**config.mk**
```make
export PLATFORM = sky130hd
export DESIGN_NAME = mem_arbiter
export DESIGN_NICKNAME = d
export VERILOG_FILES = /design/src/rtl/mem_arbiter.sv
export SDC_FILE = /design/constraint.sdc
export NUM_CORES = 1
export LEC_CHECK = 0
export BUFFER_PORTS_ARGS = -buffer_cell sky130_fd_sc_hd__buf_2
export CORE_AREA = 2 2 179 181
export CTS_CLUSTER_DIAMETER = 60
export DETAILED_ROUTE_END_ITERATION = 12
export DIE_AREA = 0 0 181 183
export GPL_ROUTABILITY_DRIVEN = 0
export PLACE_DENSITY = 0.66
export REMOVE_ABC_BUFFERS = 1
export SLEW_MARGIN = 20
export SYNTH_ARGS = -nofsm -noshare
export SYNTH_HDL_FRONTEND = slang
export SYNTH_SLANG_ARGS = --single-unit
```
**constraint.sdc**
```tcl
create_clock -name clk -period 5.6 [get_ports clk]
set_input_delay 1.12 -clock clk [delete_from_list [all_inputs] [get_ports clk]]
set_output_delay 1.12 -clock clk [all_outputs]
set_load 0.02 [all_outputs]
```
**src/rtl/mem_arbiter.sv**
```systemverilog
// Byte-wide RAM port controller: arbitrates instruction fetch against load/store
// and sequences each access as 1, 2 or 4 little-endian byte transfers.
module mem_arbiter #(
  parameter int unsigned ADDR_W = 32,
  parameter int unsigned DATA_W = 32
) (
  input  logic              clk,
  input  logic              rst_n,
  input  logic              rdy,
  input  logic              flush,
  input  logic              if_req,
  input  logic [ADDR_W-1:0] if_addr,
  output logic              if_ack,
  output logic [DATA_W-1:0] if_data,
  input  logic              ls_req,
  input  logic              ls_we,
  input  logic [1:0]        ls_size,
  input  logic [ADDR_W-1:0] ls_addr,
  input  logic [DATA_W-1:0] ls_wdata,
  output logic              ls_ack,
  output logic [DATA_W-1:0] ls_rdata,
  output logic [ADDR_W-1:0] ram_a,
  output logic              ram_wr,
  output logic [7:0]        ram_dout,
  input  logic [7:0]        ram_din
);

  typedef enum logic [1:0] {StIdle, StRead, StWrite, StDone} state_e;

  state_e            state_q, state_d;
  logic              owner_ls_q, owner_ls_d;
  logic              we_q, we_d;
  logic [2:0]        len_q, len_d;
  logic [2:0]        cnt_q, cnt_d;
  logic [ADDR_W-1:0] addr_q, addr_d;
  logic [DATA_W-1:0] wdata_q, wdata_d;
  logic [DATA_W-1:0] rbuf_q, rbuf_d;
  logic [ADDR_W-1:0] ram_a_q, ram_a_d;
  logic [7:0]        ram_dout_q, ram_dout_d;
  logic [DATA_W-1:0] if_data_q, if_data_d;
  logic [DATA_W-1:0] ls_rdata_q, ls_rdata_d;
  // lost: a byte arrived while paused; skip: din is stale after re-presenting.
  logic              lost_q, lost_d;
  logic              skip_q, skip_d;

  logic [2:0]        ls_len;
  logic [1:0]        byte_idx;

  always_comb begin
    unique case (ls_size)
      2'd0:    ls_len = 3'd1;
      2'd1:    ls_len = 3'd2;
      default: ls_len = 3'd4;
    endcase
  end

  // Byte captured this cycle belongs to the address issued one step earlier.
  assign byte_idx = cnt_q[1:0] - 2'd1;

  always_comb begin
    state_d    = state_q;
    owner_ls_d = owner_ls_q;
    we_d       = we_q;
    len_d      = len_q;
    cnt_d      = cnt_q;
    addr_d     = addr_q;
    wdata_d    = wdata_q;
    rbuf_d     = rbuf_q;
    ram_a_d    = ram_a_q;
    ram_dout_d = ram_dout_q;
    if_data_d  = if_data_q;
    ls_rdata_d = ls_rdata_q;
    lost_d     = lost_q;
    skip_d     = skip_q;
    if_ack     = 1'b0;
    ls_ack     = 1'b0;

    if (rdy) begin
      unique case (state_q)
        StIdle: begin
          if (ls_req || (if_req && !flush)) begin
            owner_ls_d = ls_req;
            we_d       = ls_req & ls_we;
            addr_d     = ls_req ? ls_addr : if_addr;
            len_d      = ls_req ? ls_len : 3'd4;
            cnt_d      = 3'd0;
            rbuf_d     = '0;
            lost_d     = 1'b0;
            skip_d     = 1'b0;
            ram_a_d    = addr_d;
            if (ls_req && ls_we) begin
              ram_dout_d = ls_wdata[7:0];
              wdata_d    = ls_wdata >> 8;
              state_d    = StWrite;
            end else begin
              state_d    = StRead;
            end
          end
        end
        StRead: begin
          if (flush && !owner_ls_q) begin
            state_d = StIdle;
          end else if (lost_q) begin
            cnt_d   = cnt_q - 3'd1;
            ram_a_d = addr_q + ADDR_W'(cnt_q - 3'd1);
            skip_d  = 1'b1;
            lost_d  = 1'b0;
          end else begin
            skip_d = 1'b0;
            if (cnt_q != 3'd0 && !skip_q) begin
              rbuf_d[{byte_idx, 3'b000} +: 8] = ram_din;
            end
            if (cnt_q == len_q) begin
              state_d = StDone;
            end else begin
              cnt_d = cnt_q + 3'd1;
              if (cnt_q + 3'd1 < len_q) begin
                ram_a_d = ram_a_q + ADDR_W'(1);
              end
            end
          end
        end
        StWrite: begin
          if (cnt_q + 3'd1 == len_q) begin
            state_d = StDone;
          end else begin
            cnt_d      = cnt_q + 3'd1;
            ram_a_d    = ram_a_q + ADDR_W'(1);
            ram_dout_d = wdata_q[7:0];
            wdata_d    = wdata_q >> 8;
          end
        end
        StDone: begin
          state_d = StIdle;
          if (owner_ls_q) begin
            ls_ack = 1'b1;
            if (!we_q) begin
              ls_rdata_d = rbuf_q;
            end
          end else if (!flush) begin
            if_ack    = 1'b1;
            if_data_d = rbuf_q;
          end
        end
      endcase
    end else if (state_q == StRead && cnt_q != 3'd0) begin
      lost_d = 1'b1;
    end
  end

  always_ff @(posedge clk or negedge rst_n) begin
    if (!rst_n) begin
      state_q    <= StIdle;
      owner_ls_q <= 1'b0;
      we_q       <= 1'b0;
      len_q      <= 3'd0;
      cnt_q      <= 3'd0;
      addr_q     <= '0;
      wdata_q    <= '0;
      rbuf_q     <= '0;
      ram_a_q    <= '0;
      ram_dout_q <= 8'h00;
      if_data_q  <= '0;
      ls_rdata_q <= '0;
      lost_q     <= 1'b0;
      skip_q     <= 1'b0;
    end else begin
      state_q    <= state_d;
      owner_ls_q <= owner_ls_d;
      we_q       <= we_d;
      len_q      <= len_d;
      cnt_q      <= cnt_d;
      addr_q     <= addr_d;
      wdata_q    <= wdata_d;
      rbuf_q     <= rbuf_d;
      ram_a_q    <= ram_a_d;
      ram_dout_q <= ram_dout_d;
      if_data_q  <= if_data_d;
      ls_rdata_q <= ls_rdata_d;
      lost_q     <= lost_d;
      skip_q     <= skip_d;
    end
  end

  assign ram_a    = ram_a_q;
  assign ram_dout = ram_dout_q;
  assign ram_wr   = rdy && (state_q == StWrite);
  assign if_data  = if_ack ? rbuf_q : if_data_q;
  assign ls_rdata = (ls_ack && !we_q) ? rbuf_q : ls_rdata_q;

endmodule

```
# Word level (Yosys, flattened, before mapping)
# Cells that the tools add are included.
dict set report totals {
  input_bits 113
  word_cells 131
  register_bits 212
  output_inout_bits 107
}
dict set report op_classes {
  bitwise_logic 4
  shift 2
  n_eq_ne 20
  add_sub_neg 7
  muxes 54
  n_reduce_logical 29
  magnitude_cmp 1
}
# cell n
set op_table {}
lappend op_table {{$mux W32} 16}
lappend op_table {{$pmux W32 S2} 2}
lappend op_table {{$pmux W32 S3} 1}
lappend op_table {{$add A32 B1 Y32 const B} 1}
lappend op_table {{$add A32 B32 Y32} 1}
lappend op_table {{$bwmux W32} 1}
lappend op_table {{$shift A8 B7 Y32 const A} 1}
lappend op_table {{$shiftx A8 B7 Y32} 1}
lappend op_table {{$mux W8} 3}
lappend op_table {{$mux W3} 6}
lappend op_table {{$ne A3 B3 Y1 const B} 6}
lappend op_table {{$pmux W8 S2} 1}
lappend op_table {{$reduce_and A4 Y1} 4}
lappend op_table {{$ne A2 B2 Y1 const B} 7}
lappend op_table {{$mux W1} 13}
lappend op_table {{$mux W2} 6}
lappend op_table {{$reduce_and A6 Y1} 2}
lappend op_table {{$reduce_and A5 Y1} 2}
lappend op_table {{$pmux W3 S3} 1}
lappend op_table {{$pmux W2 S4} 1}
lappend op_table {{$logic_and A1 B1 Y1} 7}
lappend op_table {{$neg A5 Y7} 1}
lappend op_table {{$reduce_and A7 Y1} 1}
lappend op_table {{$eq A3 B3 Y1} 2}
lappend op_table {{other kinds (18)} 30}

# Longest topological paths before layout
dict set report depth {
  word_depth 8
  ltp_mapped 12
  ltp_nobuf 12
}

# Worst setup path before layout
# Ideal clock, no wire load.
dict set report synth_path {
  path_type {reg2reg}
  start {register cnt_q[2]}
  end {register ram_a_q[31] (netlist: ram_a[31])}
  t_arrival_ns 4.283
  stages_incl_launch_ff 13
  setup_ns 0.069
  setup_slack_ns 1.248
  cell_sequence {dfrtp_1 buf_6 nor3_1 ha_1 clkbuf_2 a21oi_1 o21ai_1 a311oi_1 nor2_1 a21boi_4 o41ai_1 or3b_1 nand3_1}
}
dict set report synth_via {
  elab_chain_len 5
}
# item line
set synth_lines {}
lappend synth_lines {{start: declaration} 34} ;# logic [2:0] cnt_q, cnt_d;
lappend synth_lines {{start signal: assignment} 172} ;# cnt_q <= cnt_d;
lappend synth_lines {{$sub A3 B1 Y4} 105} ;# ram_a_d = addr_q + ADDR_W'(cnt_q - 3'd1);
lappend synth_lines {{$add A32 B32 Y32} 105}
lappend synth_lines {{$mux W32} 103} ;# end else if (lost_q) begin
lappend synth_lines {{$mux W32} 101} ;# if (flush && !owner_ls_q) begin
lappend synth_lines {{$pmux W32 S3} 79} ;# unique case (state_q)
lappend synth_lines {{end signal: assignment} 176} ;# ram_a_q <= ram_a_d;
lappend synth_lines {{end: declaration} 38} ;# logic [ADDR_W-1:0] ram_a_q, ram_a_d;
# Parallel ways exist; a longest one is shown, timed or not. The select of a mux whose other input is x is not followed.
# A chain may end at the register's enable or synchronous reset.

# Worst setup path in the final report
dict set report layout_path {
  start {input port rdy}
  end {output port ls_rdata[15]}
}
dict set report layout_via {
  elab_chain_len 3
}
# item line
set layout_lines {}
lappend layout_lines {{start: declaration} 9} ;# input logic rdy,
lappend layout_lines {{$mux W1} 78} ;# if (rdy) begin
lappend layout_lines {{$logic_and A1 B1 Y1} 189} ;# assign ls_rdata = (ls_ack && !we_q) ? rbuf_q : ls_rdata_q;
lappend layout_lines {{$mux W32} 189}
lappend layout_lines {{end: declaration} 21} ;# output logic [DATA_W-1:0] ls_rdata,
# Every way passes these cells.

==> run summary <==
Pin count of the biggest net entering global routing - 107
First-pass GRT wire length - 55200 um
CTS sink cnt - 204
Max Freq - 0.254 GHz
CTS buffer count - 26
Commonest cells in the synthesized netlist - dfrtp_1, o21ai_0, nand2_1
Site Rows - 65
Diode count - 0
Die area - 33100 um^2
EDFF count, synth - 0
Vias in the first global route - 10.3k
FF+latch count, synth - 204
Maximum clock path buffer count - 3
Setup TNS - 0 ns
WL final - 34000 um
Async S/R FF share, synth - 100%
Hold Path Class - reg -> reg
Ranking of synthesized cells by area - dfrtp_1, mux2_2, o21ai_0
Post-Route Utilization - 47.2%
Via Count - 10.5k
Hpwl dp - 23800 um
Final count of hold timing violations - 0
Post-layout minimum cycle time - 3.94 ns
RSZ-0062 raised after global routing - no
Vias per cell - 5.53
Mapped Cells - 1292
Worst-path clk slew - 0.06 ns
Crit. End Element - primary output
Data required time of the worst path - 4.48 ns
IO Count - 220
Netlist Area Pre-Place - 12300 um^2
Worst Setup Path Type - in -> out
Final setup fails - 0
Share of layout cells above drive strength 1 - 28.1%
Worst-Margin Slew - 1.08 ns
Status - completed
Max IR drop VDD - 315 uV
Total track usage - 20.4%
Syn. warnings - 0
CTS tree - done
Iter 0 DRT Violations - 852
Drt first pass iters - 5
Crit path DAT - 2.82 ns
Max-slew headroom - 27.7%
WL per Instance - 17.9 um
Synth unique cells - 81
Routed Antenna Nets - 0
Dominant cell type by area after synthesis - dfrtp_1
# H-tree levels - 1
Final #Nets - 1640
Initial antenna violation count - 1
Period utilisation layout - 70.4%
P_leak - 7.01 nW
Total design power - 0.00966 W
Yosys top cell area share - 41.4%
WHS - 0.471 ns
IO buf count - 219
Max FO, Critical Path - 38
DRC Markers - 0
Post-route setup slack - 1.66 ns
Max-cap viol count - 0
Worst Skew - 0.0118 ns
Initial Utilization - 39.5%
Root Buffer - clkbuf_16
Cts repair resizes - 0
CTS hold repair buffers - 0
Most frequent cell after synthesis - dfrtp_1
Place WS - 1.63 ns
Core ar. - 31200 um^2
Slew Viols, Final - 0
Critical path launch point type - input pin
Post CTS Setup Buffer Count - 0
Later-pin clock latency in the skew report - 0.53 ns
Post-Syn Area per Cell - 9.55 um^2
Overflow after GRT - 0
Die Wd - 181 um
Die H - 183 um
Fill count - 3012
Layout area overhead - 19.3%
Ys flop type - dfrtp_1
P per Cell Area - 656 nW/um^2
Sequential area share after synthesis - 41.4%
## cell families (layout without fill, tap and decap cells)
group | after synthesis | after routing | share of synthesized area, %
fa+ha+maj | 47 | 47 | 4.83
xor+xnor | 39 | 39 | 2.83
mux | 164 | 164 | 14.4
simple gates | 366 | 366 | 14.5
compound gates | 343 | 343 | 17.8
flops | 204 | 204 | 41.4
buf+inv | 129 | 336 | 4.32
## sequential cells by signal (all words and copies together), names as in the netlist
register	count
len_q	3
ls_rdata_q	32
addr_q	32
lost_q	1
we_q	1
if_data_q	32
ram_dout	8
ram_a	32
skip_q	1
rbuf_q	32
cnt_q	3
owner_ls_q	1
wdata_q	24
state_q	2
## critical path: stages
cell and delay (ns):
buf_2 0.15, and3_1 0.20, nand2b_2 0.33, buf_4 0.44, mux2_2 0.39, buf_2 0.16
## cells in the final DEF (no fill, tap or decap), drive strengths merged, types with 5 or more instances in the layout
cell    netlist  layout
a211oi        6       6
a21o         12      12
a21oi        79      79
a221oi        9       9
a22o         20      20
a311oi        5       5
a31o          6       6
a31oi         8       8
and2         17      17
and3         17      17
buf          19     236
clkbuf       58      36
dfrtp       204     204
ha           46      46
inv          52      53
mux2        106     106
mux2i        58      58
nand2       123     123
nand2b       12      12
nand3        55      55
nand3b       10      10
nand4        14      14
nor2         68      68
nor3         26      26
nor3b         5       5
o211ai        6       6
o21ai       136     136
o22ai        10      10
o31ai        15      15
xnor2        22      22
xor2         17      17
## layer usage
metal / routed length [um] / global-route usage, % / up-vias / part of all wire (%)
met5: 14 / 0 / - / 0.041
met4: 933 / 6.31 / 2 / 2.7
met3: 2040 / 3.30 / 74 / 6.0
met2: 15500 / 33.5 / 355 / 45
met1: 15500 / 28.0 / 5014 / 46
li1: - / - / 5069 / -
## cell type report
type | instances | area, um^2 | area share [%]
clock inverter | 12 | 186 | 1.27
inverter | 52 | 195 | 1.33
multi-input combinational | 959 | 6740 | 45.8
sequential | 204 | 5100 | 34.7
clock buffer | 35 | 746 | 5.06
timing repair buffer | 237 | 1250 | 8.51
tap | 402 | 503 | 3.42
## report_power, final
| part | total (W) | switching, W | leakage [nW] | internal [W] |
|---|---|---|---|---|
| Clock | 0.00179 | 0.000670 | 0.447 | 0.00112 |
| Sequential | 0.00246 | 0.000450 | 2.63 | 0.00201 |
| Combinational | 0.00541 | 0.00333 | 3.93 | 0.00208 |
| Total | 0.00966 | 0.00445 | 7.01 | 0.00521 |
## final timing paths
path / startpoint / endpoint / slack (ns) / cells after the start
max reg2reg: cnt_q[0]$_DFFE_PN0P_ / ram_a[29]$_DFFE_PN0P_ / 1.84 / 12
min in group asynchronous: rst_n / if_data_q[10]$_DFFE_PN0P_ / 0.68 / 1
max: rdy / ls_rdata[15] / 1.66 / 6
max in group asynchronous: rst_n / wdata_q[19]$_DFFE_PN0P_ / 3.80 / 2
min: ls_rdata_q[21]$_DFFE_PN0P_ / ls_rdata_q[21]$_DFFE_PN0P_ / 0.47 / 2
min reg2reg: ls_rdata_q[21]$_DFFE_PN0P_ / ls_rdata_q[21]$_DFFE_PN0P_ / 0.47 / 2
## per-stage QoR
stage	cells	area (um^2)
2_1_floorplan	1215	12000
3_3_place_gp	1854	13800
3_5_place_dp	1854	13800
4_1_cts	1901	14700
5_1_grt	1901	14700
6_report	1901	14700
No activity file was read; power rests on OpenSTA's default activity.
